**config.mk**
```make
export PLATFORM = sky130hd
export DESIGN_NAME = powerline_emulator
export DESIGN_NICKNAME = d
export VERILOG_FILES = /design/src/rtl/powerline_emulator.sv
export SDC_FILE = /design/constraint.sdc
export NUM_CORES = 1
export LEC_CHECK = 0
export ABC_AREA = 1
export ABC_CLOCK_PERIOD_IN_PS = 2600
export CAP_MARGIN = 40
export CORE_ASPECT_RATIO = 0.7
export CORE_MARGIN = 5
export CORE_UTILIZATION = 55
export DETAILED_ROUTE_END_ITERATION = 10
export PLACE_DENSITY = 0.87
export SLEW_MARGIN = 25
export SYNTH_ARGS = -nofsm -noshare
export SYNTH_HDL_FRONTEND = slang
export SYNTH_SLANG_ARGS = --single-unit
```
**constraint.sdc**
```tcl
create_clock -name clk -period 2.6 [get_ports clk]
set_input_delay 0.65 -clock clk [delete_from_list [all_inputs] [get_ports clk]]
set_output_delay 0.65 -clock clk [all_outputs]
set_load 0.01 [all_outputs]
```
**src/rtl/powerline_emulator.sv**
```systemverilog
// rtl/powerline_emulator.sv - AC-line-sync square wave generator with trim, glitch and dropout
//
// Purpose:
//   Produces the square wave an opto-isolated mains zero-crossing detector would
//   drive into a powerline trigger input. The period can be trimmed around the
//   nominal line period. Short glitches can be injected into the low phase. The
//   output can be forced low (dropout) while the period timing keeps running.
//
// Ports:
//   clk             in   1   system clock
//   rst             in   1   asynchronous reset, active high
//   enable          in   1   level; 1 = generate waveform
//   periodTrim      in   16  signed clock-count offset added to the nominal period
//   glitchRequest   in   1   strobe; inject one glitch into the current low phase
//   dropout         in   1   level; 1 = force powerline low, timing keeps running
//   powerline       out  1   emulated line-sync output (registered)
//   risingEdge      out  1   strobe on the first high cycle of each real period
//   glitchRejected  out  1   strobe; a glitchRequest could not be honoured
//   periodCount     out  16  periods started since enable, wraps at 2^16

module powerline_emulator #(
    parameter int CLK_RATE     = 100000000,
    parameter int NOMINAL_RATE = 60,
    parameter int GLITCH_USEC  = 20
) (
    input  logic        clk,
    input  logic        rst,
    input  logic        enable,
    input  logic [15:0] periodTrim,
    input  logic        glitchRequest,
    input  logic        dropout,
    output logic        powerline,
    output logic        risingEdge,
    output logic        glitchRejected,
    output logic [15:0] periodCount
);

    localparam int NOM_P = CLK_RATE / NOMINAL_RATE;
    localparam int G     = $rtoi(CLK_RATE / 1.0e6 * GLITCH_USEC);
    // Wide enough that NOM_P +/- 32768 fits as a signed value without overflow.
    localparam int CW    = $clog2(NOM_P + 32768) + 1;
    // Glitch counter holds 0..G-1.
    localparam int GW    = (G > 1) ? $clog2(G) : 1;
    localparam int P_MIN = 4 * G + 8;

    localparam logic signed [CW-1:0] NOM_P_S     = CW'(NOM_P);
    localparam logic signed [CW-1:0] P_MIN_S     = CW'(P_MIN);
    localparam logic        [CW-1:0] CNT_ONE     = CW'(1);
    localparam logic        [CW-1:0] GLITCH_ROOM = CW'(G + 1);
    localparam logic        [GW-1:0] G_LAST      = GW'(G - 1);
    localparam logic        [GW-1:0] G_ONE       = GW'(1);

    typedef enum logic [1:0] {
        S_DISABLED,
        S_HIGH,
        S_LOW,
        S_GLITCH
    } state_t;

    state_t               state;
    logic        [CW-1:0] cnt;      // cycles left in the current phase after this one
    logic        [CW-1:0] low_len;  // low phase length of the period in flight
    logic        [GW-1:0] gcnt;     // glitch cycles left after this one

    logic signed [CW-1:0] p_sum;
    logic        [CW-1:0] p_len;
    logic        [CW-1:0] h_len;
    logic        [CW-1:0] l_len;

    // Period for a period starting at the next edge; only latched at period start.
    always_comb begin
        p_sum = NOM_P_S + $signed({{(CW-16){periodTrim[15]}}, periodTrim});
        if (p_sum < P_MIN_S) begin
            p_len = P_MIN_S;
        end else begin
            p_len = $unsigned(p_sum);
        end
        h_len = p_len >> 1;
        l_len = p_len - h_len;
    end

    always_ff @(posedge clk or posedge rst) begin
        if (rst) begin
            state          <= S_DISABLED;
            cnt            <= '0;
            low_len        <= '0;
            gcnt           <= '0;
            powerline      <= 1'b0;
            risingEdge     <= 1'b0;
            glitchRejected <= 1'b0;
            periodCount    <= '0;
        end else begin
            risingEdge     <= 1'b0;
            glitchRejected <= 1'b0;
            if (!enable) begin
                // In-flight period abandoned; periodCount holds until re-enable.
                state          <= S_DISABLED;
                powerline      <= 1'b0;
                glitchRejected <= glitchRequest;
            end else begin
                case (state)
                    S_DISABLED: begin
                        state          <= S_HIGH;
                        cnt            <= h_len - CNT_ONE;
                        low_len        <= l_len;
                        powerline      <= ~dropout;
                        risingEdge     <= ~dropout;
                        periodCount    <= 16'd1;
                        glitchRejected <= glitchRequest;
                    end
                    S_HIGH: begin
                        glitchRejected <= glitchRequest;
                        if (cnt == '0) begin
                            state     <= S_LOW;
                            cnt       <= low_len - CNT_ONE;
                            powerline <= 1'b0;
                        end else begin
                            cnt       <= cnt - CNT_ONE;
                            powerline <= ~dropout;
                        end
                    end
                    S_LOW: begin
                        if (cnt == '0) begin
                            // Period restart wins over a simultaneous glitch request.
                            state          <= S_HIGH;
                            cnt            <= h_len - CNT_ONE;
                            low_len        <= l_len;
                            powerline      <= ~dropout;
                            risingEdge     <= ~dropout;
                            periodCount    <= periodCount + 16'd1;
                            glitchRejected <= glitchRequest;
                        end else if (glitchRequest && (cnt > GLITCH_ROOM)) begin
                            // Needs G glitch cycles plus at least one low cycle after,
                            // so the glitch never merges with the next real edge.
                            state     <= S_GLITCH;
                            gcnt      <= G_LAST;
                            cnt       <= cnt - CNT_ONE;
                            powerline <= ~dropout;
                        end else begin
                            cnt            <= cnt - CNT_ONE;
                            powerline      <= 1'b0;
                            glitchRejected <= glitchRequest;
                        end
                    end
                    S_GLITCH: begin
                        // Low-phase count keeps running so the period is unchanged.
                        cnt            <= cnt - CNT_ONE;
                        glitchRejected <= glitchRequest;
                        if (gcnt == '0) begin
                            state     <= S_LOW;
                            powerline <= 1'b0;
                        end else begin
                            gcnt      <= gcnt - G_ONE;
                            powerline <= ~dropout;
                        end
                    end
                    default: begin
                        state     <= S_DISABLED;
                        powerline <= 1'b0;
                    end
                endcase
            end
        end
    end

endmodule

```
==> results.json, run 1 <==
{
  "status": "complete, but fails checks",
  "violations": "negative setup slack",
  "synth-warning-count": 0,
  "cts_tree": "built",
  "slew_violations": 0,
  "initial_core_util_pct": 56.2,
  "hpwl_um": 13200,
  "num_rows": 32,
  "path_clk_slew_ns": 0.06,
  "grt_pass1_vias": 6381,
  "max_slew.worst_pin.slew_ns": 0.602,
  "ys_types": 43,
  "num_vias": 6833,
  "cts_hold_buf": 0,
  "drc_errors": 0,
  "final_core_util_pct": 75.3,
  "yosysMostFrequentCell": "nand2_1",
  "ys_top_cells_by_count": "208 x nand2_1, 112 x inv_1, 95 x nor2_1",
  "crit_chain": "buf_6, ha_4, o21ai_4, nand2_4, nand2_4, xor2_4, buf_6, ha_4, a21oi_2, o21ai_2, a21oi_2, nand2_2, nand4_1, nand2_2, or2_1, nand3_1, o21ai_1",
  "syn_area_mm2": 0.00619,
  "power_density_mw_per_mm2": 796,
  "path_buf_inv": 2,
  "grt_pass1_wl_um": 30600,
  "port_buffers": 39,
  "chipWidth_um": 137,
  "synthToLayoutAreaGrowth_pct": 34.0,
  "critical_path.slowest_cell": "o21ai_4",
  "synth_area_leader_cell": "dfrtp_1",
  "finalCritPeriodShare_pct": 105,
  "critPathRequiredTime_ns": 2.82,
  "place_area_mm2": 0.00762,
  "drt-initial-drc-count": 945,
  "seq_area_frac_synth_pct": 29.9,
  "hold_path.class": "reg2reg",
  "rsz0062_at_grt": "yes",
  "synth_edf_count": 0,
  "numCtsBuffers": 9,
  "post-place-ws_ns": -0.850,
  "worst-setup-path-type": "in2reg",
  "power.total_mw": 6.60,
  "report.final.hold_viol_count": 0,
  "clockRootBuffer": "clkbuf_16",
  "cts.sinks": 74,
  "htreeDepth": 3,
  "die_h_um": 98.7,
  "grt_max_degree": 75,
  "yosys-top-cells-area": "dfrtp_1 30%, nand2_1 13%, ha_1 8.3%, inv_1 6.8%, xor2_1 6.4%",
  "fill_cells": 713,
  "final_antenna_net_count": 0,
  "peakVddDrop_mv": 0.467,
  "layout.nets": 1096,
  "antenna_found_initial": 0,
  "max_clock_freq_mhz": 365,
  "design.die.area_mm2": 0.0135,
  "final-seq-area_mm2": 0.00185,
  "critPathMaxStageDelay_ns": 0.25,
  "synthesis.nets": 951,
  "globalRouteTotalUtil_pct": 27.7,
  "fin_skew_ns": 0.00836,
  "crit_arrival_ns": 2.96,
  "min_period_ns": 2.74,
  "ys_seq_elements": 74,
  "worstSkewPairLatency_ns": 0.34,
  "syn_inst": 889,
  "avgSynthCellArea_um2": 6.96,
  "drt-pass1-iter-count": 8,
  "drt_wl_total_um": 19000,
  "yosysTopAreaCellShare_pct": 29.9,
  "gp_congestion": 0.942,
  "fin_area_mm2": 0.00829,
  "n_antenna_cell": 0,
  "multi_input_area_mm2": 0.00421,
  "slew_headroom_pct": 59.5,
  "crit_path_start_kind": "input port",
  "drv_cap": 0,
  "core_mm2": 0.0110,
  "drive_above_1_share_pct": 23.6,
  "synthArstFlopShare_pct": 100,
  "grt_overflow": 0,
  "ys.flop_type": "dfrtp_1",
  "crit_family": "simple AND/OR/NAND/NOR gates",
  "end_kind": "flop",
  "clock_path_buffers": 2,
  "boundaryPins": 40,
  "avgRoutedWirePerCell_um": 16.0,
  "finalSetupViolCount": 11,
  "leakage_nw": 3.89,
  "timing.final.ws_setup_ns": -0.139,
  "path_max_fanout": 4,
  "vias_per_cell": 5.73
}
==> what timing repair did <==
| action | 4_1_cts | 5_1_grt |
|---|---|---|
| endpoints found under the setup margin | 25 | 19 |
| buffers inserted | 9 | 9 |
| gates resized for setup | 58 | 33 |
| pin swaps | 22 | 30 |
==> cell usage in the layout, fill, tap and decap left out, types with 5 or more instances in the layout <==
cell and count:
xor2_1 39, xnor2_1 15, buf_4 106, nor3_1 16
nor2_2 5, dfrtp_1 74, clkdlybuf4s50_1 29, clkbuf_16 9
a31oi_1 7, ha_1 32, nor2_1 91, inv_2 24
inv_1 103, nand3_2 6, a21oi_1 24, o21ai_0 17
o221ai_1 10, o22ai_1 15, nand2_2 29, a21oi_2 8
nand2_1 181, ha_4 9, dlygate4sd2_1 5, o21ai_1 41
nand4_1 12, o211ai_1 5, nand3_1 51, nor4_1 8
==> metrics by stage <==
step / std cells / hold slack, ns / TNS [ns]
6_report: 1192 / 0.496 / -0.886
2_1_floorplan: 889 / 0.442 / -0.591
3_3_place_gp: 1160 / 0.458 / -15.76
5_1_grt: 1192 / 0.512 / -2.51
3_5_place_dp: 1160 / 0.476 / -18.01
4_1_cts: 1185 / 0.490 / 0
==> flip-flops by register name, summed over array words and instances, names as in the netlist <==
| signal | flops |
|---|---|
| glitchRejected | 1 |
| state | 2 |
| gcnt | 11 |
| low_len | 20 |
| risingEdge | 1 |
| powerline | 1 |
| periodCount | 16 |
| cnt | 22 |
==> tightest hold or removal path, stage by stage, from the launching register on <==
cell	delay, ns
dfrtp_1	0.33
o21ai_1	0.07
nand2_1	0.06
==> path summary, 6_finish.rpt <==
kind                               start          end  slack [ns]  depth (start not counted)
max in group asynchronous            rst  low_len[15]        1.55                          3
setup reg to reg                  cnt[1]      cnt[11]        0.18                         13
hold / removal                  gcnt[10]     gcnt[10]        0.50                          2
setup / recovery           periodTrim[1]  low_len[11]       -0.14                         17
min in group asynchronous            rst      gcnt[8]        0.71                          3
hold reg to reg                 gcnt[10]     gcnt[10]        0.50                          2
==> cells by family after synthesis <==
| kind of cell | share of synthesized area (%) |
|---|---|
| buffers and inverters | 9.10 |
| AOI/OAI and AO/OA | 13.6 |
| DFF | 29.9 |
| xor gates and xnor gates | 8.78 |
| adders and majority gates | 8.29 |
| and+or+nand+nor | 30.3 |
==> routing by layer <==
layer / up-vias / track usage [%] / share of wire, %
li1: 3214 / - / -
met2: 410 / 44.3 / 45
met4: 0 / 6.82 / 2.8
met5: - / 0 / 0
met3: 58 / 5.20 / 9.6
met1: 3151 / 38.9 / 42
==> cell type report <==
type / count / area share (%)
Clock buffer: 12 / 3.09
Clock inverter: 4 / 0.604
Inverter: 128 / 5.81
Multi-Input combinational cell: 671 / 50.8
Sequential cell: 74 / 22.3
Tap cell: 153 / 2.31
Timing Repair Buffer: 150 / 15.1
==> report_power, final <==
part           internal, mW  switching, mW  leakage (nW)
Combinational          1.32           2.05          2.82
Sequential             1.51          0.427         0.922
Clock                 0.794          0.495         0.145
Total                  3.62           2.97          3.89
No activity file was read; power rests on OpenSTA's default activity.
==> inputs of run 2 (changes only) <==
--- a/config.mk
+++ b/config.mk
@@ -7,7 +7,7 @@
 export LEC_CHECK = 0
 export ABC_AREA = 1
 export ABC_CLOCK_PERIOD_IN_PS = 2600
-export CAP_MARGIN = 40
+export CAP_MARGIN = 25
 export CORE_ASPECT_RATIO = 0.7
 export CORE_MARGIN = 5
 export CORE_UTILIZATION = 55
==> results of run 2 <==
Same layout as run 1: the final DEF is identical, and so are final timing and power.
